===== config.mk =====
export PLATFORM = sky130hd
export DESIGN_NAME = beta_fetch_stage
export DESIGN_NICKNAME = d
export VERILOG_FILES = /design/src/rtl/beta_fetch_stage.sv
export SDC_FILE = /design/constraint.sdc
export NUM_CORES = 1
export LEC_CHECK = 0
export ABC_AREA = 0
export BUFFER_PORTS_ARGS = -buffer_cell sky130_fd_sc_hd__buf_4
export CORE_ASPECT_RATIO = 0.8
export CORE_UTILIZATION = 44
export DETAILED_ROUTE_END_ITERATION = 12
export PLACE_DENSITY_LB_ADDON = 0.15
export REMOVE_ABC_BUFFERS = 1
export SYNTH_ARGS = -nofsm -noshare
export SYNTH_HDL_FRONTEND = slang
export SYNTH_SLANG_ARGS = --single-unit
export TNS_END_PERCENT = 1

===== constraint.sdc =====
create_clock -name clk_i -period 5.45 [get_ports clk_i]
set_input_delay 0.8175 -clock clk_i [delete_from_list [all_inputs] [get_ports clk_i]]
set_output_delay 0.8175 -clock clk_i [all_outputs]
set_load 0.05 [all_outputs]

===== src/rtl/beta_fetch_stage.sv =====
// Instruction fetch stage: owns the PC, issues one imem request per fetch grant
// and holds the fetched word until the decode side acknowledges it.
module beta_fetch_stage #(
   parameter int unsigned          DataWidth = 32,
   parameter int unsigned          AddrWidth = 32,
   parameter logic [AddrWidth-1:0] BootAddr  = 32'h0000_0000
) (
   input  logic                 clk_i,
   input  logic                 rst_i,
   input  logic                 ifs_fetch_en_i,
   output logic                 ifs_busy_o,
   input  logic                 ifs_redirect_i,
   input  logic [AddrWidth-1:0] ifs_redirect_pc_i,
   output logic                 imem_req_o,
   output logic [AddrWidth-1:0] imem_addr_o,
   input  logic                 imem_gnt_i,
   input  logic                 imem_rvalid_i,
   input  logic [DataWidth-1:0] imem_rdata_i,
   input  logic                 imem_err_i,
   output logic                 ifs_valid_o,
   output logic [DataWidth-1:0] ifs_instr_o,
   output logic [AddrWidth-1:0] ifs_pc_o,
   output logic                 ifs_fault_o,
   input  logic                 ifs_instr_ack_i
);

   localparam logic [DataWidth-1:0] NopInstr = DataWidth'(32'h0000_0013);
   localparam logic [AddrWidth-1:0] PcStep   = AddrWidth'(4);
   localparam logic [AddrWidth-1:0] AlignMsk = ~AddrWidth'(3);

   typedef enum logic [2:0] {
      IDLE  = 3'd0,
      REQ   = 3'd1,
      WAIT  = 3'd2,
      HOLD  = 3'd3,
      FLUSH = 3'd4
   } state_e;

   state_e                 state_q, state_d;
   logic [AddrWidth-1:0]   pc_q, pc_d;
   logic [AddrWidth-1:0]   req_addr_q, req_addr_d;
   logic                   drop_q, drop_d;
   logic [DataWidth-1:0]   instr_q, instr_d;
   logic [AddrWidth-1:0]   out_pc_q, out_pc_d;
   logic                   fault_q, fault_d;
   logic                   req_q, busy_q, valid_q;
   logic [AddrWidth-1:0]   target;

   assign target = ifs_redirect_pc_i & AlignMsk;

   // State and datapath registers; status outputs are registered from the next state
   always_ff @(posedge clk_i or posedge rst_i) begin
      if (rst_i) begin
         state_q    <= IDLE;
         pc_q       <= BootAddr;
         req_addr_q <= BootAddr;
         drop_q     <= 1'b0;
         instr_q    <= NopInstr;
         out_pc_q   <= BootAddr;
         fault_q    <= 1'b0;
         req_q      <= 1'b0;
         busy_q     <= 1'b0;
         valid_q    <= 1'b0;
      end else begin
         state_q    <= state_d;
         pc_q       <= pc_d;
         req_addr_q <= req_addr_d;
         drop_q     <= drop_d;
         instr_q    <= instr_d;
         out_pc_q   <= out_pc_d;
         fault_q    <= fault_d;
         req_q      <= (state_d == REQ);
         busy_q     <= (state_d == REQ) || (state_d == WAIT) || (state_d == FLUSH);
         valid_q    <= (state_d == HOLD);
      end
   end

   // Next-state and datapath update; a redirect always retargets the PC
   always_comb begin
      state_d    = state_q;
      pc_d       = pc_q;
      req_addr_d = req_addr_q;
      drop_d     = drop_q;
      instr_d    = instr_q;
      out_pc_d   = out_pc_q;
      fault_d    = fault_q;

      unique case (state_q)
         IDLE: begin
            if (ifs_redirect_i) begin
               pc_d = target;
            end else if (ifs_fetch_en_i) begin
               req_addr_d = pc_q;
               state_d    = REQ;
            end
         end
         REQ: begin
            if (imem_gnt_i) begin
               drop_d = 1'b0;
               if (drop_q || ifs_redirect_i) begin
                  state_d = FLUSH;
                  if (ifs_redirect_i) pc_d = target;
               end else begin
                  pc_d    = pc_q + PcStep;
                  state_d = WAIT;
               end
            end else if (ifs_redirect_i) begin
               pc_d   = target;
               drop_d = 1'b1;
            end
         end
         WAIT: begin
            if (imem_rvalid_i) begin
               if (ifs_redirect_i) begin
                  pc_d    = target;
                  state_d = IDLE;
               end else begin
                  instr_d  = imem_rdata_i;
                  out_pc_d = req_addr_q;
                  fault_d  = imem_err_i;
                  state_d  = HOLD;
               end
            end else if (ifs_redirect_i) begin
               pc_d    = target;
               state_d = FLUSH;
            end
         end
         FLUSH: begin
            if (ifs_redirect_i) pc_d = target;
            if (imem_rvalid_i) state_d = IDLE;
         end
         HOLD: begin
            if (ifs_redirect_i) begin
               pc_d    = target;
               state_d = IDLE;
            end else if (ifs_instr_ack_i) begin
               if (ifs_fetch_en_i) begin
                  req_addr_d = pc_q;
                  state_d    = REQ;
               end else begin
                  state_d = IDLE;
               end
            end
         end
         default: state_d = IDLE;
      endcase
   end

   assign imem_req_o  = req_q;
   assign imem_addr_o = req_addr_q;
   assign ifs_busy_o  = busy_q;
   assign ifs_valid_o = valid_q;
   assign ifs_instr_o = instr_q;
   assign ifs_pc_o    = out_pc_q;
   assign ifs_fault_o = fault_q;

endmodule


==> impl_metrics.tcl <==
set metrics [dict create \
    status "finished clean" \
    hp-class "reg -> reg" \
    drive_above_1_share_pct 45.4 \
    die-area_sq_mm 0.0142 \
    core_sq_mm 0.0131 \
    antenna_found_initial 0 \
    period_needed_ps 2650 \
    drtIter0Drc 301 \
    maxSlewHeadroom_pct 18.9 \
    synth_fa_ha_area_share_pct 0.207 \
    clock_sinks 136 \
    cts_max_level 4 \
    synth_area_sq_mm 0.00603 \
    syn_area_per_cell_sq_um 12.0 \
    fin_setup_tns_ps 0 \
    cts_hold_buf 0 \
    synth-edff-count 0 \
    vias 4759 \
    drv_cap 0 \
    ys_warn_count 0 \
    final_nets 740 \
    synth_cells 503 \
    synth_top_family_by_area "multiplexers" \
    finalSetupViolCount 0 \
    grt_max_degree 87 \
    cts_resized 0 \
    place.detailed.hpwl_mm 10.3 \
    grt.overflow.total 0 \
    io-pin-count 172 \
    grt_util_all_layers_pct 21.8 \
    power_density_mw_per_mm2 657 \
    cp_cell_sequence "mux2i_1 > or3_1 > nor4_1 > a311oi_1 > nor3b_1" \
    path_clk_slew_ps 60 \
    critPathMaxStageDelay_ps 710 \
    critPathRequiredTime_ps 5780 \
    hold_viol 0 \
    port_buffers 169 \
    synth-compound-area-share_pct 10.8 \
    synth-simple-area-share_pct 11.4 \
    synth_xor_area_share_pct 0 \
    ys_seq_area_share_pct 56.5 \
    diodes 0 \
    rsz0062_at_grt "false" \
    tightest_slew_ps 1220 \
    wl_mm 14.8 \
    fp.dieW_um 133 \
    yosys-top-cells-area "dfrtp_1 55%, mux2_2 18%, o21ai_0 1.9%, nor2_1 1.9%, a21oi_1 1.8%" \
    post-route-period-util_pct 48.7 \
    start_util_pct 46.0 \
    ff2ff_setup_slack_ps 2800 \
    postCtsSetupRepairBufs 0 \
    slew_viol_final 0 \
    crit_fanout 22 \
    finClkSkew_ps 8.31 \
    clkLatencyLatePin_ps 420 \
    cp.arrival_ps 2980 \
    path_class "reg -> reg" \
    grt_pass1_wl_mm 24.0 \
    fmax_ghz 0.377 \
    first_pass_iters 5 \
    synth_mux_area_share_pct 18.4 \
    cts_root_buf "clkbuf_16" \
    startpoint_type "flop" \
    rows 37 \
    vias_per_cell 5.57 \
    synth_seq_cells 136 \
    crit_slowest_cell "or3_1" \
    grt_pass1_vias 4690 \
    max-vdd-ir-drop_mv 0.427 \
    drc 0 \
    netlist-cell-type-count 58 \
    worst_slack_ps 2800 \
    yosys.area.top_type "dfrtp_1" \
    die_h_um 107 \
    gp_congestion 0.893 \
    post_drt_wl_per_cell_um 17.3 \
    cts_tree "built" \
    p_leak_nw 3.83 \
    end_kind "flop" \
    area_growth_pct 33.8 \
    ys.flop_type "dfrtp_1" \
    async_reset_ff_share_pct 100 \
    cts_buffers 17 \
    synth_top_area_share_pct 55.2 \
    clockBufferDepth 2 \
    pre_cts_ws_ps 2470 \
    ant_nets 0 \
]
[per-layer routing]
metal / global-route usage, % / part of all wire (%)
met5: 0 / 0
met4: 7.96 / 1.6
met3: 4.49 / 6.9
met2: 34.4 / 47
met1: 29.7 / 44
[flip-flops by register name (all words and copies together) (netlist names)]
signal and cells:
imem_addr_o 32, ifs_instr_o 32, drop_q 1, ifs_pc_o 32
imem_req_o 1, ifs_valid_o 1, pc_q 32, ifs_fault_o 1
state_q 3, ifs_busy_o 1
[cells in the mapped netlist, drive strengths merged (2+ instances only)]
| library cell | n |
|---|---|
| dfstp | 3 |
| o21ai | 24 |
| dfrtp | 133 |
| o31ai | 2 |
| a32oi | 3 |
| a2bb2oi | 3 |
| a21oi | 22 |
| nor2 | 30 |
| nand3 | 12 |
| o22a | 2 |
| and4 | 4 |
| a22o | 2 |
| and3 | 7 |
| a311oi | 3 |
| o22ai | 7 |
| inv | 11 |
| nor3b | 2 |
| nand4 | 15 |
| o21a | 4 |
| mux2 | 94 |
| o311ai | 2 |
| buf | 9 |
| nand2 | 28 |
| a211oi | 2 |
| clkbuf | 20 |
| mux2i | 5 |
| a22oi | 3 |
| or4 | 2 |
| or3 | 4 |
| nor4 | 5 |
| o2bb2a | 2 |
| and2 | 5 |
| o211ai | 2 |
| nand2b | 2 |
| a31oi | 2 |
| o41ai | 2 |
| o2bb2ai | 3 |
| nor3 | 6 |
[cell type report]
| class | count | area, sq um |
|---|---|---|
| inverter | 11 | 46.3 |
| multi-input combinational | 327 | 2470 |
| clock buffer | 22 | 484 |
| timing repair buffer | 174 | 1310 |
| fill | 1092 | 5030 |
| tap | 175 | 219 |
| sequential | 136 | 3410 |
| clock inverter | 10 | 141 |
[final timing paths]
| kind | cells after the start | endpoint | from |
|---|---|---|---|
| max | 5 | pc_q[19] | state_q[1] |
| min | 1 | pc_q[1] | pc_q[1] |
| max reg2reg | 5 | pc_q[19] | state_q[1] |
| min reg2reg | 1 | pc_q[1] | pc_q[1] |
| max in group asynchronous | 3 | pc_q[29] | rst_i |
| min in group asynchronous | 2 | ifs_instr_o[13] | rst_i |
[stage by stage]
stage          hold slack (ps)  utilization (%)  cell area (sq um)  power (mW)  instances
2_1_floorplan              449                -               5910        3.35        474
3_5_place_dp               476             56.8               7450        4.13        823
6_report                   499             61.6               8070        5.31        855
4_1_cts                    499             61.6               8070        5.34        855
5_1_grt                    522             61.6               8070        5.55        855
3_3_place_gp               470             56.8               7450        4.08        823
[power breakdown]
group	switching, mW	internal [mW]
Clock	0.430	0.770
Sequential	0.326	1.40
Combinational	1.57	0.808
[cells by family after synthesis]
group           Yosys count
fa+ha+maj                 1
compound gates           98
mux                      99
flops                   136
buf+inv                  40
simple gates            129
[worst max-delay path: cells and delay by family, from the launching register on]
kind,cells,cell delay (ps)
DFF,1,590
and+or+nand+nor,3,1590
AOI/OAI and AO/OA,1,180
muxes,1,200
[cell usage in the layout, fill, tap and decap left out, drive strengths merged, types with 3 or more instances in the layout]
cell type    n
buf        174
dfrtp      133
mux2        94
nor2        30
nand2       28
o21ai       24
a21oi       22
clkbuf      22
nand4       15
nand3       12
inv         12
and3         7
o22ai        7
nor3         6
mux2i        5
and2         5
nor4         5
o21a         4
or3          4
and4         4
clkinv       4
a32oi        3
a2bb2oi      3
a22oi        3
a311oi       3
o2bb2ai      3
bufinv       3
dfstp        3
No activity file was read; power rests on OpenSTA's default activity.
